`config.mk`:
```
export PLATFORM = sky130hd
export DESIGN_NAME = topk_result_packer
export DESIGN_NICKNAME = d
export VERILOG_FILES = /design/src/rtl/topk_pkg.sv /design/src/rtl/topk_result_packer.sv
export SDC_FILE = /design/constraint.sdc
export NUM_CORES = 1
export LEC_CHECK = 0
export CAP_MARGIN = 5
export CELL_PAD_IN_SITES_DETAIL_PLACEMENT = 1
export CELL_PAD_IN_SITES_GLOBAL_PLACEMENT = 1
export CORE_MARGIN = 10
export CORE_UTILIZATION = 35
export DETAILED_ROUTE_END_ITERATION = 6
export PLACE_DENSITY = 0.89
export RECOVER_POWER = 25
export SETUP_SLACK_MARGIN = 0.1
export SLEW_MARGIN = 20
export SYNTH_ARGS = -nofsm -noshare
export SYNTH_HDL_FRONTEND = slang
export SYNTH_SLANG_ARGS = --single-unit
```
`constraint.sdc`:
```
create_clock -name clk -period 2.6 [get_ports clk]
set_input_delay 0.78 -clock clk [delete_from_list [all_inputs] [get_ports clk]]
set_output_delay 0.78 -clock clk [all_outputs]
set_load 0.05 [all_outputs]
```
`src/rtl/topk_pkg.sv`:
```
// +--------------------------------------------------------------------+
// | topk_pkg: beat field offsets and FSM states for the top-k packer   |
// | Rev 1.0                                                            |
// +--------------------------------------------------------------------+
`default_nettype none

package topk_pkg;

    localparam int BEAT_W       = 545;
    localparam int META_CNT_LSB = 529;
    localparam int META_SID_LSB = 513;
    localparam int TLAST_BIT    = 512;
    localparam int META_CNT_W   = 16;
    localparam int META_SID_W   = 16;

    typedef enum logic [1:0] {
        IDLE = 2'd0,
        FILL = 2'd1,
        EMIT = 2'd2
    } state_t;

endpackage

`default_nettype wire

```
`src/rtl/topk_result_packer.sv`:
```
// +--------------------------------------------------------------------+
// | topk_result_packer: gathers 32-bit top-k words into 512-bit beats  |
// | with {count, session, tlast} metadata for the TCP sender.          |
// | Rev 1.0                                                            |
// +--------------------------------------------------------------------+
`default_nettype none

module topk_result_packer
    import topk_pkg::*;
#(
    parameter int WORD_W = 32,
    parameter int LANES  = 16,
    parameter int CNT_W  = 16
) (
    input  logic              clk,
    input  logic              rst,
    input  logic [31:0]       cmd_TDATA,
    input  logic              cmd_TVALID,
    output logic              cmd_TREADY,
    input  logic [WORD_W-1:0] res_TDATA,
    input  logic              res_TVALID,
    output logic              res_TREADY,
    output logic [BEAT_W-1:0] pkt_tx_TDATA,
    output logic              pkt_tx_TVALID,
    input  logic              pkt_tx_TREADY,
    output logic [31:0]       beats_sent,
    output logic [31:0]       queries_done
);

    localparam int IDX_W  = $clog2(LANES);
    localparam int CNT_FW = IDX_W + 1;

    state_t r_state;
    state_t w_next;

    logic                    r_armed;
    logic [IDX_W-1:0]        r_idx;
    logic [CNT_W-1:0]        r_remaining;
    logic [WORD_W*LANES-1:0] r_data;
    logic [META_SID_W-1:0]   r_sid;
    logic                    r_last;
    logic [CNT_FW-1:0]       r_cnt;
    logic [31:0]             r_beats;
    logic [31:0]             r_queries;

    logic w_cmd_fire;
    logic w_res_fire;
    logic w_pkt_fire;
    logic w_beat_done;
    logic w_cmd_zero;

    // Ready is held low for the reset cycle itself via r_armed, so it
    // only rises on the first edge after rst is released.
    assign cmd_TREADY    = (r_state == IDLE) && r_armed;
    assign res_TREADY    = (r_state == FILL);
    assign pkt_tx_TVALID = (r_state == EMIT);

    assign w_cmd_fire  = cmd_TVALID && cmd_TREADY;
    assign w_res_fire  = res_TVALID && res_TREADY;
    assign w_pkt_fire  = pkt_tx_TVALID && pkt_tx_TREADY;
    assign w_cmd_zero  = (cmd_TDATA[31:16] == 16'd0);
    assign w_beat_done = (r_idx == IDX_W'(LANES - 1)) || (r_remaining == CNT_W'(1));

    assign beats_sent   = r_beats;
    assign queries_done = r_queries;

    always_comb begin
        pkt_tx_TDATA                              = '0;
        pkt_tx_TDATA[WORD_W*LANES-1:0]            = r_data;
        pkt_tx_TDATA[TLAST_BIT]                   = r_last;
        pkt_tx_TDATA[META_SID_LSB +: META_SID_W]  = r_sid;
        pkt_tx_TDATA[META_CNT_LSB +: CNT_FW]      = r_cnt;
    end

    always_ff @(posedge clk) begin
        if (!rst) begin
            r_state <= IDLE;
        end else begin
            r_state <= w_next;
        end
    end

    always_comb begin
        w_next = r_state;
        case (r_state)
            IDLE: begin
                if (w_cmd_fire) begin
                    w_next = w_cmd_zero ? EMIT : FILL;
                end
            end
            FILL: begin
                if (w_res_fire && w_beat_done) begin
                    w_next = EMIT;
                end
            end
            EMIT: begin
                if (w_pkt_fire) begin
                    w_next = r_last ? IDLE : FILL;
                end
            end
            default: w_next = IDLE;
        endcase
    end

    always_ff @(posedge clk) begin
        if (!rst) begin
            r_armed     <= 1'b0;
            r_idx       <= '0;
            r_remaining <= '0;
            r_data      <= '0;
            r_sid       <= '0;
            r_last      <= 1'b0;
            r_cnt       <= '0;
            r_beats     <= '0;
            r_queries   <= '0;
        end else begin
            r_armed <= 1'b1;
            case (r_state)
                IDLE: begin
                    if (w_cmd_fire) begin
                        r_sid       <= cmd_TDATA[15:0];
                        r_remaining <= CNT_W'(cmd_TDATA[31:16]);
                        r_idx       <= '0;
                        r_data      <= '0;
                        // An empty query still produces one terminating beat.
                        if (w_cmd_zero) begin
                            r_last <= 1'b1;
                            r_cnt  <= '0;
                        end
                    end
                end
                FILL: begin
                    if (w_res_fire) begin
                        r_data[r_idx*WORD_W +: WORD_W] <= res_TDATA;
                        r_idx       <= r_idx + IDX_W'(1);
                        r_remaining <= r_remaining - CNT_W'(1);
                        if (w_beat_done) begin
                            r_last <= (r_remaining == CNT_W'(1));
                            r_cnt  <= {1'b0, r_idx} + CNT_FW'(1);
                        end
                    end
                end
                EMIT: begin
                    if (w_pkt_fire) begin
                        r_beats <= r_beats + 32'd1;
                        if (r_last) begin
                            r_queries <= r_queries + 32'd1;
                        end else begin
                            r_data <= '0;
                            r_idx  <= '0;
                        end
                    end
                end
                default: ;
            endcase
        end
    end

endmodule

`default_nettype wire

```
; ---- Yosys cells after proc, flatten, opt, wreduce, memory -nomap -nowiden
; Cells that the tools add are included.
[totals]
reg_bits = 621
input_bits = 69
out_inout_bits = 612
[op_classes]
addsub = 6
n_eq_ne = 11
n_shift = 2
n_mux = 31
n_reduce_logical = 17
[ops]
columns = operator, n
row1 = $mux W512, 4
row2 = $pmux W512 S3, 1
row3 = $bwmux W512, 1
row4 = $shift A32 B34 Y512 const A, 1
row5 = $shiftx A32 B34 Y512, 1
row6 = $add A32 B1 Y32 const B, 2
row7 = $neg A9 Y34, 1
row8 = $mux W16, 2
row9 = $pmux W16 S2, 1
row10 = $mux W5, 4
row11 = $eq A16 B1 Y1 const B, 1
row12 = $logic_not A16 Y1, 1
row13 = $mux W4, 4
row14 = $sub A16 B1 Y16 const B, 1
row15 = $pmux W4 S3, 1
row16 = $pmux W5 S2, 1
row17 = $reduce_and A5 Y1, 2
row18 = $reduce_and A3 Y1, 3
row19 = $mux W2, 4
row20 = $ne A2 B1 Y1 const B, 4
row21 = $mux W1, 6
row22 = $ne A2 B2 Y1 const B, 3
row23 = $pmux W2 S3, 1
row24 = $add A4 B1 Y5 const B, 1
row25 = 11 further kinds, 16

; ---- Depth between registers and ports, before layout
; Gate-level depths: netlist of the first run.
[logic_depth]
depth_word = 5
depth_mapped = 10

; ---- Least setup slack after synthesis of the first run
; OpenSTA, ideal clock, no wires.
[synth_timing]
path_type = register to register
startpoint = register r_idx[0]
endpoint = register r_data[417]
setup_ns = 0.128
arrival_ns = 2.137
t_required_ns = 2.472
setup_slack_ns = 0.336
path_stages_with_launch = 10
path_buffers = 2
path_cell_list = dfxtp_1 > inv_1 > ha_1 > buf_2 > inv_1 > or4_4 > o21ai_1 > a21oi_1 > buf_2 > o2bb2ai_1
[synth_between]
elab_chain_cells = 5
elab_cells_between_ends = 6
classes_between = 1 x add/sub / 2 x shift / 3 x mux
[synth_rtl]
columns = item, line
row1 = start: declaration, topk_result_packer.sv:37  ; logic [IDX_W-1:0] r_idx;
row2 = start signal: assignment, topk_result_packer.sv:135  ; r_idx <= r_idx + IDX_W'(1);
row3 = $neg A9 Y34 (*), topk_result_packer.sv:134  ; r_data[r_idx*WORD_W +: WORD_W] <= res_TDATA;
row4 = $shiftx A32 B34 Y512 or $shift A32 B34 Y512 (tied branches), topk_result_packer.sv:134
row5 = $bwmux W512 (*), topk_result_packer.sv:134
row6 = $mux W512 (*), topk_result_packer.sv:133  ; if (w_res_fire) begin
row7 = $pmux W512 S3 (*), topk_result_packer.sv:118  ; case (r_state)
row8 = end signal: indexed assignment, topk_result_packer.sv:134
row9 = end: declaration, topk_result_packer.sv:39  ; logic [WORD_W*LANES-1:0] r_data;
; Mark *: on every way between the ends. The rest lies on a longest branch, timed or not. The select of a mux whose other input is x is not followed.
; A chain may end at the register's enable or synchronous reset.

; ---- Worst setup path in the final report of the first run
[layout_timing]
startpoint = register r_idx[0]
endpoint = register r_data[267]
; The elaborated chain is that of the path after synthesis.

==> results of run 1 <==
==> tightest hold or removal path, delay by kind of cell, from the launching register on <==
kind	cells	cell delay, ns
flip-flops	1	0.30
AND/OR/NAND/NOR	1	0.05
AO/OA/AOI/OAI	1	0.05
==> state kept, by name, indices dropped and copies added (netlist names) <==
signal	cells
beats_sent	32
queries_done	32
r_armed	1
r_cnt	5
r_data	512
r_idx	4
r_last	1
r_remaining	16
r_sid	16
r_state	2
==> what timing repair did <==
item / in CTS / in global routing
setup endpoints to repair: 933 / 176
setup buffers: 5 / 0
gates cloned: 0 / 0
gates resized for setup: 547 / 56
pin swaps: 1 / 2
==> power by group through the flow <==
stage / clock network [mW] / registers [mW] / logic, mW
finish: 10.6 / 9.62 / 1.94
global route: 11.1 / 9.62 / 2.02
CTS: 10.6 / 9.61 / 1.94
detailed placement: 0 / 9.83 / 1.92
global placement: 0 / 9.82 / 1.86
floorplan: 0 / 9.89 / 0.913
==> through the flow <==
stage          setup TNS, ns  hold slack [ns]  cell area (um2)  power, mW
2_1_floorplan              0           0.4349            22160      10.81
3_3_place_gp          -23.18           0.4395            30490      11.68
3_5_place_dp          -46.38           0.4457            30490      11.74
4_1_cts                    0           0.4586            32350      22.18
5_1_grt            -0.001579           0.4757            31900      22.70
6_report                   0           0.4534            31910      22.11
==> area by class of cell <==
type | instances | area, um2 | share of cell area (%)
diodes | 3 | 7.507 | 0.02353
clock buffers | 91 | 1948 | 6.105
clock inverters | 30 | 486.7 | 1.525
inverters | 14 | 65.06 | 0.2039
multi-input cells | 1443 | 8821 | 27.64
flip-flops and latches | 621 | 12440 | 38.98
well taps | 846 | 1059 | 3.317
repair buffers | 809 | 7084 | 22.20
==> routing by layer <==
| metal | GRT usage [%] | wire length, um | vias up |
|---|---|---|---|
| met5 | 0 | 27 | - |
| met4 | 18.30 | 7883 | 4 |
| met3 | 9.829 | 11930 | 405 |
| met2 | 51.90 | 57060 | 1351 |
| met1 | 33.39 | 42650 | 11376 |
| li1 | - | - | 9550 |
==> worst paths after layout <==
kind,depth (start not counted),slack [ns],endpoint
max,7,0.07,r_data[267]
min,2,0.45,r_data[26]
max reg2reg,7,0.07,r_data[267]
min reg2reg,2,0.45,r_data[26]
==> cell families after synthesis <==
group                      count (synthesis)
AOI/OAI and AO/OA                        692
xor gates and xnor gates                  52
adders and majority gates                  7
buffers and inverters                    238
DFF                                      621
muxes                                      3
other                                      1
and+or+nand+nor                          678
==> synthesized netlist by cell type (7+ instances only) <==
library cell	number
xor2_1	41
buf_2	63
and2_1	11
o21ai_0	99
xnor2_1	10
nor4_1	7
and3_1	12
inv_1	14
nand4_1	57
nand3_1	53
a32oi_1	13
a21oi_1	112
buf_4	17
dfxtp_1	621
o21ai_1	8
nand2_1	370
o2bb2ai_1	256
o22ai_1	163
nor2_1	100
clkbuf_1	134
ha_1	7
or3_1	17
==> flow_summary.yaml, run 1 <==
finish:
  final_cell_mix: "618 x dfxtp_1, 529 x dlygate4sd2_1, 365 x nand2_1"
  drive_above_1_share_pct: 10.57
  nets: 3033
  final_common_cell: "dfxtp_1"
  syn_to_final_growth_pct: 44.26
  fin_util_pct: 50.77
  fillers: 7056
  instances_no_fill: 3857
timing:
  min_period_over_period_pct: 97.21
  period_minus_slack_ns: 2.527
  setup-violations-final: 0
  layout_setup_ws_ns: 0.07252
  rsz0062_at_grt: "true"
  finalClockSkew_ns: 0.05381
  relSlewSlack_pct: 17.15
  report.final.slew_viol_count: 0
  tightest_slew_ns: 1.243
  hold_viol: 0
  max_freq_mhz: 395.7
worst_setup_path:
  critical_path.cell_chain: "nor3_4, ha_2, a21bo_2, nor3_4, o21a_1, buf_12, o21ai_0"
  end_kind: "flop"
  path_buf_inv: 1
  cp_common_cell: "nor3_4"
  startpoint: "r_idx[0]"
  reg2reg_from: "r_idx[0]"
  arrival_ns: 2.98
  worstSetupStartpointType: "flop"
  crit_family: "compound AO/OA/AOI/OAI gates"
  crit_fanout: 32
  cp_slowest_cell: "o21ai_0"
  critPathKind: "reg -> reg"
  critical_path.max_stage_delay_ns: 0.52
  crit_required_ns: 3.06
floorplanning:
  die_y_um: 271.4
  die_w_um: 271.4
  rows: 92
  initial_core_util_pct: 35.19
  boundaryPins: 681
  die-area_mm2: 0.07366
  core_area_mm2: 0.06285
status:
  status: "complete, no violations"
synth:
  synthXorXnorAreaFrac_pct: 2.093
  syn-mean-instance-area_um2: 9.651
  synth_adder_area_share_pct: 0.3959
  ys_ff_latch: 621
  synth_top_family_by_area: "compound AO/OA/AOI/OAI gates"
  synth_compound_area_share_pct: 21.95
  ys_top_cells_by_area: "dfxtp_1 56%, o2bb2ai_1 10%, nand2_1 6.3%"
  ys_seq_area_share_pct: 56.20
  synth_edf_count: 0
  async_reset_ff_share_pct: 0
  synth-simple-area-share_pct: 14.32
  yosysTopAreaCell: "dfxtp_1"
  syn_area_mm2: 0.02212
  synth_top_area_share_pct: 56.20
  yosys_warnings: 0
  dominantRegCellSynth: "dfxtp_1"
  ys_types: 72
  synth_mux_area_share_pct: 0.1358
  syn_inst: 2292
cts:
  cts_tree: "built"
  cts_buffers: 68
  cts.clk_slew.worst_paths_ns: 0.06
  clockRootBuffer: "clkbuf_16"
  htreeDepth: 3
  cts.sinks: 621
  cts_max_path_buffers: 3
  cts-hold-fix-buffers: 0
  clk_latency_ns: 0.65
pwr:
  p_leak_nw: 13.71
  irDropWorstVdd_mv: 0.4705
  p_switching_mw: 5.825
  internal-power_mw: 16.29
  pwr-share-clk_pct: 47.7
  switching_share_pct: 26.34
  power_density_mw_per_mm2: 693.0
  combPwrFrac_pct: 8.8
  pwr-share-seq_pct: 43.5
placement:
  placedCellCount: 3728
  portBuffers: 669
  gp_congestion: 0.8922
  dp_slack_ns: -0.2256
  place_hpwl_um: 80000
global_route:
  antenna_found_initial: 4
  grt_pass1_wl_um: 172500
  grt_remaining_overflow: 0
  grt_max_degree: 105
  grt_pass1_vias: 24471
  grt_usage_pct: 30.73
route:
  drt_iter0_markers: 1900
  drc: 0
  drt-pass1-iter-count: 6
  vias: 22686
  vias_per_cell: 5.882
  antenna_left: 0
  routed_wl_um: 119500
  wl_per_cell_um: 31.00
flow_run:
  cap_viol_max_count: 0
hold_path:
  hp-class: "reg -> reg"
  hold_path_startpoint: "r_data[26]"
No activity file was read; power rests on OpenSTA's default activity.
==> run 2, diff against run 1 <==
--- a/config.mk
+++ b/config.mk
@@ -14,6 +14,7 @@
 export PLACE_DENSITY = 0.89
 export RECOVER_POWER = 25
 export SETUP_SLACK_MARGIN = 0.1
+export SKIP_CTS_REPAIR_TIMING = 1
 export SLEW_MARGIN = 20
 export SYNTH_ARGS = -nofsm -noshare
 export SYNTH_HDL_FRONTEND = slang
==> run 2 against run 1 <==
Effect of this change:
- via count grew 2.3%
- largest cell class unchanged
- register-to-register slack got worse by 0.05 ns
- critical endpoint is now r_data[418]
- combinational power is 4% higher
==> flow_summary.yaml, run 2 (synthesis results as in run 1) <==
status:
  status: "complete, no violations"
worst_setup_path:
  arrival_ns: 3.05
  startpoint: "r_idx[0]"
  worstSetupStartpointType: "flop"
  critPathKind: "reg -> reg"
  reg2reg_from: "r_idx[0]"
  crit_required_ns: 3.07
  crit_fanout: 32
  reg2regPathDepth: 10
  end_kind: "flop"
finish:
  largest-register: "r_data"
  syn_to_final_growth_pct: 55.97
  final_common_cell: "dfxtp_1"
  drive_above_1_share_pct: 11.66
  final_cell_mix: "618 x dfxtp_1, 569 x dlymetal6s2s_1, 365 x nand2_1"
  fillers: 6567
  nets: 3036
  fin_util_pct: 54.89
  multi_input_area_mm2: 0.008880
  postLayoutCellArea_mm2: 0.03450
  seqCellArea_mm2: 0.01244
  largest_reg_flops: 512
timing:
  min_period_over_period_pct: 99.09
  rsz0062_at_grt: "true"
  relSlewSlack_pct: 17.33
  hold_viol: 0
  tightest_slew_ns: 1.240
  report.final.slew_viol_count: 0
  fin_setup_tns_ns: 0
  finalClockSkew_ns: 0.05066
  period_minus_slack_ns: 2.576
  setup-violations-final: 0
  max_freq_mhz: 388.1
global_route:
  grt_pass1_wl_um: 171900
  grt_pass1_vias: 24452
  grt_max_degree: 105
  grt_remaining_overflow: 0
  met3_usage_pct: 9.882
  grt_util_met1_pct: 33.32
  use_met2_pct: 51.52
  antenna_found_initial: 4
  grt.busiest_layer: "met2"
  grt_usage_pct: 30.68
cts:
  cts.sinks: 621
  clockRootBuffer: "clkbuf_16"
  cts_tree: "built"
  htreeDepth: 3
  cts.clk_slew.worst_paths_ns: 0.07
  cts_max_path_buffers: 3
  cts_buffers: 68
  clk_latency_ns: 0.65
route:
  vias_per_cell: 6.015
  drt-pass1-iter-count: 5
  vias: 23210
  drc: 0
  wl_per_cell_um: 32.75
  antenna_left: 0
  routed_wl_um: 126400
  drt_iter0_markers: 2257
placement:
  place_hpwl_um: 80000
  gp_congestion: 0.8922
  placed_cell_area_mm2: 0.03049
  portBuffers: 669
pwr:
  power_density_mw_per_mm2: 645.8
  p_leak_nw: 22.04
  switching_share_pct: 26.68
  pwr-share-seq_pct: 43.2
  combPwrFrac_pct: 9.0
  pwr-share-clk_pct: 47.8
  p_switching_mw: 5.945
  irDropWorstVdd_mv: 0.4800
  internal-power_mw: 16.34
floorplanning:
  initial_core_util_pct: 35.19
  die_w_um: 271.4
  boundaryPins: 681
  die_y_um: 271.4
  die-area_mm2: 0.07366
  core_area_mm2: 0.06285
  rows: 92
flow_run:
  cap_viol_max_count: 0
hold_path:
  hold_path_startpoint: "r_data[26]"
  worstHoldPathCells: 2
  hp-class: "reg -> reg"
[run 2: critical path: stages (launching register included)]
cell and delay (ns):
dfxtp_4 0.41, clkinvlp_4 0.14, ha_2 0.26, nor3b_4 0.18, buf_4 0.15, buf_4 0.12, nor4_1 0.22, buf_4 0.21
nand2_1 0.09, buf_12 0.18, o2bb2ai_1 0.42
[run 2: stage by stage]
stage	hold slack [ns]	worst slack (ns)	cells	total power, mW
4_1_cts	0.4611	-0.1828	3849	22.17
5_1_grt	0.4755	-0.03249	3858	22.79
6_report	0.4527	0.02355	3859	22.28
3_3_place_gp	0.4395	-0.1410	3728	11.68
3_5_place_dp	0.4457	-0.2256	3728	11.74
2_1_floorplan	0.4349	0.3357	2302	10.81
[run 2: layout make-up]
cell class                      count  area share [%]
Timing Repair Buffer              812           27.88
Inverter                           14          0.1886
Clock inverter                     30           1.411
Antenna cell                        2         0.01451
Sequential cell                   621           36.05
Tap cell                          846           3.068
Multi-Input combinational cell   1443           25.74
Clock buffer                       91           5.647
[run 2: path summary, 6_finish.rpt]
check                                   end  slack (ns)
worst max-delay path            r_data[418]        0.02
worst min-delay path             r_data[26]        0.45
worst max register to register  r_data[418]        0.02
worst min register to register   r_data[26]        0.45
[run 2: layer usage]
metal / wire [um] / vias up
li1: - / 9557
met1: 44320 / 11524
met2: 59750 / 1610
met3: 12730 / 513
met4: 9552 / 6
met5: 38 / -
[run 2: power by group through the flow]
stage | registers, mW | logic, mW | clock network [mW]
after floorplan | 9.89 | 0.913 | 0
after global routing | 9.62 | 2.09 | 11.1
after CTS | 9.61 | 1.94 | 10.6
after detailed placement | 9.83 | 1.92 | 0
final | 9.61 | 2.02 | 10.7
after global placement | 9.82 | 1.86 | 0
